<file path="src/rtl/beamform_power_trigger_if.sv">
// Stream, threshold-staging and trigger bundle for beamform_power_trigger.
// The master drives samples and thresholds; the slave returns per-beam triggers.
interface beamform_power_trigger_if #(
    parameter int NBEAMS = 2
);
    logic [7:0][39:0]  data_i;
    logic [17:0]       thresh_i;
    logic [NBEAMS-1:0] thresh_ce_i;
    logic              update_i;
    logic [NBEAMS-1:0] trigger_o;

    modport master (
        output data_i,
        output thresh_i,
        output thresh_ce_i,
        output update_i,
        input  trigger_o
    );

    modport slave (
        input  data_i,
        input  thresh_i,
        input  thresh_ce_i,
        input  update_i,
        output trigger_o
    );
endinterface

</file>
<file path="src/rtl/beamform_power_trigger.sv">
// Delay-and-sum beamformer with 8-sample power and per-beam threshold trigger.
// Pipeline: input/history, beam sums, squares, power, compare (4-clock latency).
module beamform_power_trigger #(
    parameter int NBEAMS = 2,
    parameter logic [NBEAMS-1:0][7:0][3:0] BEAM_DELAYS = 64'h76543210_00000000
) (
    input logic clk_i,
    input logic rst_ni,
    beamform_power_trigger_if.slave bus
);

    typedef logic [7:0][39:0] blk_t;

    blk_t cur_q;
    blk_t h1_q;
    blk_t h2_q;

    logic [7:0][119:0] win;

    logic [NBEAMS-1:0][7:0][7:0]  sum_d;
    logic [NBEAMS-1:0][7:0][7:0]  sum_q;
    logic [NBEAMS-1:0][7:0][14:0] sq_d;
    logic [NBEAMS-1:0][7:0][14:0] sq_q;
    logic [NBEAMS-1:0][17:0]      pw_d;
    logic [NBEAMS-1:0][17:0]      pw_q;
    logic [NBEAMS-1:0][17:0]      stg_q;
    logic [NBEAMS-1:0][17:0]      act_q;
    logic [NBEAMS-1:0]            trig_q;

    // Window index j: 0..7 two clocks back, 16..23 the current clock.
    function automatic logic [7:0] sext(input logic [119:0] w, input int j);
        logic [4:0] v;
        v = w[5*j +: 5];
        return {{3{v[4]}}, v};
    endfunction

    function automatic logic [14:0] sqr(input logic [7:0] v);
        logic signed [15:0] p;
        p = signed'(v) * signed'(v);
        return p[14:0];
    endfunction

    for (genvar ch = 0; ch < 8; ch++) begin : g_win
        assign win[ch] = {cur_q[ch], h1_q[ch], h2_q[ch]};
    end

    // Beam sums wrap modulo 256; the true range -128..120 always fits.
    always_comb begin
        sum_d = '0;
        for (int b = 0; b < NBEAMS; b++) begin
            for (int s = 0; s < 8; s++) begin
                for (int ch = 0; ch < 8; ch++) begin
                    sum_d[b][s] = sum_d[b][s]
                        + sext(win[ch], 16 + s - int'(BEAM_DELAYS[b][ch]));
                end
            end
        end
    end

    always_comb begin
        sq_d = '0;
        for (int b = 0; b < NBEAMS; b++) begin
            for (int s = 0; s < 8; s++) begin
                sq_d[b][s] = sqr(sum_q[b][s]);
            end
        end
    end

    always_comb begin
        pw_d = '0;
        for (int b = 0; b < NBEAMS; b++) begin
            for (int s = 0; s < 8; s++) begin
                pw_d[b] = pw_d[b] + 18'(sq_q[b][s]);
            end
        end
    end

    always_ff @(posedge clk_i or negedge rst_ni) begin
        if (!rst_ni) begin
            cur_q  <= '0;
            h1_q   <= '0;
            h2_q   <= '0;
            sum_q  <= '0;
            sq_q   <= '0;
            pw_q   <= '0;
            trig_q <= '0;
        end else begin
            cur_q <= bus.data_i;
            h1_q  <= cur_q;
            h2_q  <= h1_q;
            sum_q <= sum_d;
            sq_q  <= sq_d;
            pw_q  <= pw_d;
            for (int b = 0; b < NBEAMS; b++) begin
                trig_q[b] <= pw_q[b] > act_q[b];
            end
        end
    end

    // Update copies the staged value held before this edge.
    always_ff @(posedge clk_i or negedge rst_ni) begin
        if (!rst_ni) begin
            stg_q <= '1;
            act_q <= '1;
        end else begin
            for (int b = 0; b < NBEAMS; b++) begin
                if (bus.thresh_ce_i[b]) stg_q[b] <= bus.thresh_i;
                if (bus.update_i)       act_q[b] <= stg_q[b];
            end
        end
    end

    assign bus.trigger_o = trig_q;

endmodule

</file>
<file path="src/flat_wrapper.sv">
// flat-port wrapper written by rule: the top's interface ports become plain ports
module beamform_power_trigger_flat 
#(
    parameter int NBEAMS = 2,
    parameter logic [NBEAMS-1:0][7:0][3:0] BEAM_DELAYS = 64'h76543210_00000000
)
  (clk_i, rst_ni, bus_data_i, bus_thresh_i, bus_thresh_ce_i, bus_update_i, bus_trigger_o);
  beamform_power_trigger_if #(.NBEAMS(NBEAMS)) bus_i ();
  input logic clk_i;
  input logic rst_ni;
  input wire logic [$bits(bus_i.data_i)-1:0] bus_data_i;
  input wire logic [$bits(bus_i.thresh_i)-1:0] bus_thresh_i;
  input wire logic [$bits(bus_i.thresh_ce_i)-1:0] bus_thresh_ce_i;
  input wire logic [$bits(bus_i.update_i)-1:0] bus_update_i;
  output wire logic [$bits(bus_i.trigger_o)-1:0] bus_trigger_o;
  assign bus_i.data_i = bus_data_i;
  assign bus_i.thresh_i = bus_thresh_i;
  assign bus_i.thresh_ce_i = bus_thresh_ce_i;
  assign bus_i.update_i = bus_update_i;
  assign bus_trigger_o = bus_i.trigger_o;
  beamform_power_trigger #(.NBEAMS(NBEAMS), .BEAM_DELAYS(BEAM_DELAYS)) u_core (.clk_i(clk_i), .rst_ni(rst_ni), .bus(bus_i));
endmodule
</file>
<file path="config.mk">
export PLATFORM = sky130hd
export DESIGN_NAME = beamform_power_trigger_flat
export DESIGN_NICKNAME = d
export VERILOG_FILES = /design/src/rtl/beamform_power_trigger_if.sv /design/src/rtl/beamform_power_trigger.sv /design/src/flat_wrapper.sv
export SDC_FILE = /design/constraint.sdc
export NUM_CORES = 2
export LEC_CHECK = 0
export CAP_MARGIN = 40
export CORE_MARGIN = 2
export CORE_UTILIZATION = 56
export DETAILED_ROUTE_END_ITERATION = 16
export DONT_BUFFER_PORTS = 1
export PLACE_DENSITY = 0.71
export SYNTH_ARGS = -nofsm -noshare
export SYNTH_HDL_FRONTEND = slang
export SYNTH_SLANG_ARGS = --single-unit
</file>
<file path="constraint.sdc">
create_clock -name clk_i -period 5.6 [get_ports clk_i]
set_input_delay 0.56 -clock clk_i [delete_from_list [all_inputs] [get_ports clk_i]]
set_output_delay 0.56 -clock clk_i [all_outputs]
set_load 0.02 [all_outputs]
</file>
==> results.sh <==
export IMPL_clk_latency_ns=0.80
export IMPL_vias=49300
export IMPL_die_x_um=382
export IMPL_grt_usage_pct=29.8
export IMPL_maxCapViolations=0
export IMPL_drive_gt1_share_pct=4.65
export IMPL_drt_iter0_markers=3235
export IMPL_crit_path_end_kind="register"
export IMPL_slew_headroom_pct=8.43
export IMPL_synth_largest_area_cell="fa_1"
export IMPL_cp_start_kind="register"
export IMPL_start_util_pct=56.5
export IMPL_finalHoldViolCount=49
export IMPL_tightest_slew_ns=1.37
export IMPL_crit_path_max_incr_delay_ns=0.52
export IMPL_final_common_cell="inv_1"
export IMPL_io_pins=345
export IMPL_fin_nets=9871
export IMPL_utilization_pct=63.2
export IMPL_critPathArrivalTime_ns=5.97
export IMPL_grt_pass1_vias=53700
export IMPL_ys_seq_area_share_pct=28.9
export IMPL_drc=0
export IMPL_status="complete, but fails checks"
export IMPL_finalWeightedCongestion=0.986
export IMPL_crit_chain="ha_1 > a211oi_1 > o21bai_1 > o41ai_4 > o211ai_1 > a21oi_2 > xnor2_1 > fa_1 > inv_1 > fa_1 > fa_1 > fa_1 > inv_1 > ha_1 > a21o_1 > a21oi_1 > o21ai_0 > a31oi_1 > o211ai_1"
export IMPL_ys_types=61
export IMPL_cts_buffers=102
export IMPL_clkSinkCount=922
export IMPL_path_clk_slew_ns=0.06
export IMPL_rsz0062_at_grt="false"
export IMPL_cp_required_ns=6.21
export IMPL_skew_ns=0.0899
export IMPL_syn_to_final_growth_pct=11.9
export IMPL_cts_tree="yes"
export IMPL_clock_fmax_mhz=187
export IMPL_grt_first_pass_wirelength_mm=322
export IMPL_die_area_sq_um=146000
export IMPL_drtPass1Iterations=6
export IMPL_fillers=10900
export IMPL_setup_ws_ns=0.240
export IMPL_num_rows=138
export IMPL_wire_per_inst_um=22.0
export IMPL_violations="hold timing"
export IMPL_syn_cell_area_sq_um=80100
export IMPL_drt_wl_total_mm=209
export IMPL_final_cell_mix="1,844 x inv_1, 1,308 x fa_1, 850 x dfrtp_1, 706 x ha_1, 444 x xnor2_1"
export IMPL_synth_warning_count=0
export IMPL_tns_ns=0
export IMPL_post_place_ws_ns=0.270
export IMPL_path_max_fanout=5
export IMPL_ys_seq_elements=922
export IMPL_synth_ff_type="dfrtp_1"
export IMPL_cp_slowest_cell="fa_1"
export IMPL_detail_route_antenna_nets=0
export IMPL_grt_max_degree=923
export IMPL_antenna_found_initial=33
export IMPL_htree_levels=3
export IMPL_synth_cells=7130
export IMPL_synth_edf_count=0
export IMPL_synth_avg_cell_area_sq_um=11.2
export IMPL_path_common_cell="fa_1"
export IMPL_fin_hold_ws_ns=-0.0708
export IMPL_coreArea_sq_um=142000
export IMPL_min_period_ns=5.36
export IMPL_grt_ovfl_total=0
export IMPL_setup_viol=0
export IMPL_fin_crit_sh_pct=95.7
export IMPL_async_flop_share_pct=100
export IMPL_synth_area_top_cells="fa_1 33%, dfrtp_1 27%, ha_1 11%"
export IMPL_cts_root_buf="clkbuf_16"
export IMPL_fin_cells=9499
export IMPL_hpwl_mm=172
export IMPL_yosysTopAreaCellShare_pct=32.7
export IMPL_io_buffers=0
export IMPL_crit_type="register to register"
export IMPL_die_h_um=382
export IMPL_drv_slew=0
export IMPL_hold_path_class="primary input to async pin"
export IMPL_clock_path_buffers=3
export IMPL_routed_via_density=5.19
export IMPL_post_place_cells=8946
[stage by stage]
stage / cell area [sq um] / hold slack [ns]
after floorplan: 80100 / 0.264
after global placement: 82200 / 0.287
after detailed placement: 82200 / 0.287
after CTS: 89400 / -0.542
after global routing: 89600 / 0.0148
final: 89600 / -0.0708
[registers in the layout, indices dropped and copies added (netlist names)]
| name | cells |
|---|---|
| u_core.sq_q | 224 |
| u_core.sum_q | 128 |
| u_core.act_q | 36 |
| u_core.h1_q | 140 |
| u_core.bus.trigger_o | 2 |
| u_core.cur_q | 320 |
| u_core.stg_q | 36 |
| u_core.pw_q | 36 |
[cell usage after synthesis (72+ instances only)]
library cell,instances
inv_1,1844
nand2b_1,74
ha_1,707
xnor2_1,444
nand2_1,283
clkbuf_1,85
nor2_1,168
xor2_1,95
and2_1,284
dfstp_2,72
o21ai_0,111
dfrtp_1,850
a21oi_1,252
nor2b_1,107
fa_1,1308
a21o_1,73
o21bai_1,72
[area by class of cell]
cell class | instances | area (sq um) | area share [%]
Inverter | 1844 | 6920 | 7.72
Timing Repair Buffer | 359 | 3670 | 4.10
Multi-Input combinational cell | 4284 | 49800 | 55.5
Sequential cell | 922 | 23200 | 25.8
Clock buffer | 131 | 2790 | 3.11
Clock inverter | 59 | 933 | 1.04
Antenna cell | 10 | 25.0 | 0.0279
Tap cell | 1890 | 2360 | 2.64
[cells by family (layout without fill, tap and decap cells)]
logic type	Yosys count	after routing	synth area share [%]
adder cells (fa/ha/maj)	2015	2015	43.7
XOR/XNOR	539	539	5.89
AND/OR/NAND/NOR	1026	1026	6.56
AO/OA/AOI/OAI	645	645	5.17
other	2	18	0.00937
flip-flops	922	922	28.9
buffers and inverters	1930	2393	9.04
multiplexers	51	51	0.698
[worst paths after layout]
kind | from | endpoint | slack [ns] | cells after the start
worst min register to register | u_core.cur_q[148] | u_core.h1_q[148] | 0.38 | 0
min in group clk_i | bus_update_i | u_core.act_q[28] | 0.03 | 2
worst min-delay path | rst_ni | u_core.h1_q[238] | -0.07 | 1
worst max-delay path | u_core.sq_q[3] | u_core.pw_q[17] | 0.24 | 19
max in group asynchronous | rst_ni | u_core.cur_q[135] | 3.26 | 4
worst max register to register | u_core.sq_q[3] | u_core.pw_q[17] | 0.24 | 19
[critical path, delay by kind of cell, from the launching register on]
| kind | cells | cell delay [ns] |
|---|---|---|
| DFF | 1 | 0.36 |
| xor gates and xnor gates | 1 | 0.09 |
| AOI/OAI and AO/OA | 10 | 2.06 |
| buffers and inverters | 2 | 0.11 |
| adders and majority gates | 6 | 2.60 |
[metal layers]
layer | vias to the layer above | GRT usage [%] | part of all wire, %
met5 | - | 0 | 0.065
met4 | 20 | 14.2 | 5.7
met3 | 401 | 5.26 | 6.3
met2 | 1426 | 46.8 | 46
met1 | 25400 | 40.4 | 42
li1 | 22100 | - | -
[what timing repair did]
item,4_1_cts,5_1_grt
gates resized for setup,0,2
hold buffers,346,2
setup endpoints to repair,0,4
endpoints found under the hold margin,1242,183
buffers inserted,0,1
Power is left out: the tool's default activity adds up to more than one toggle a clock period on the data nets, which glitch-free logic cannot reach.
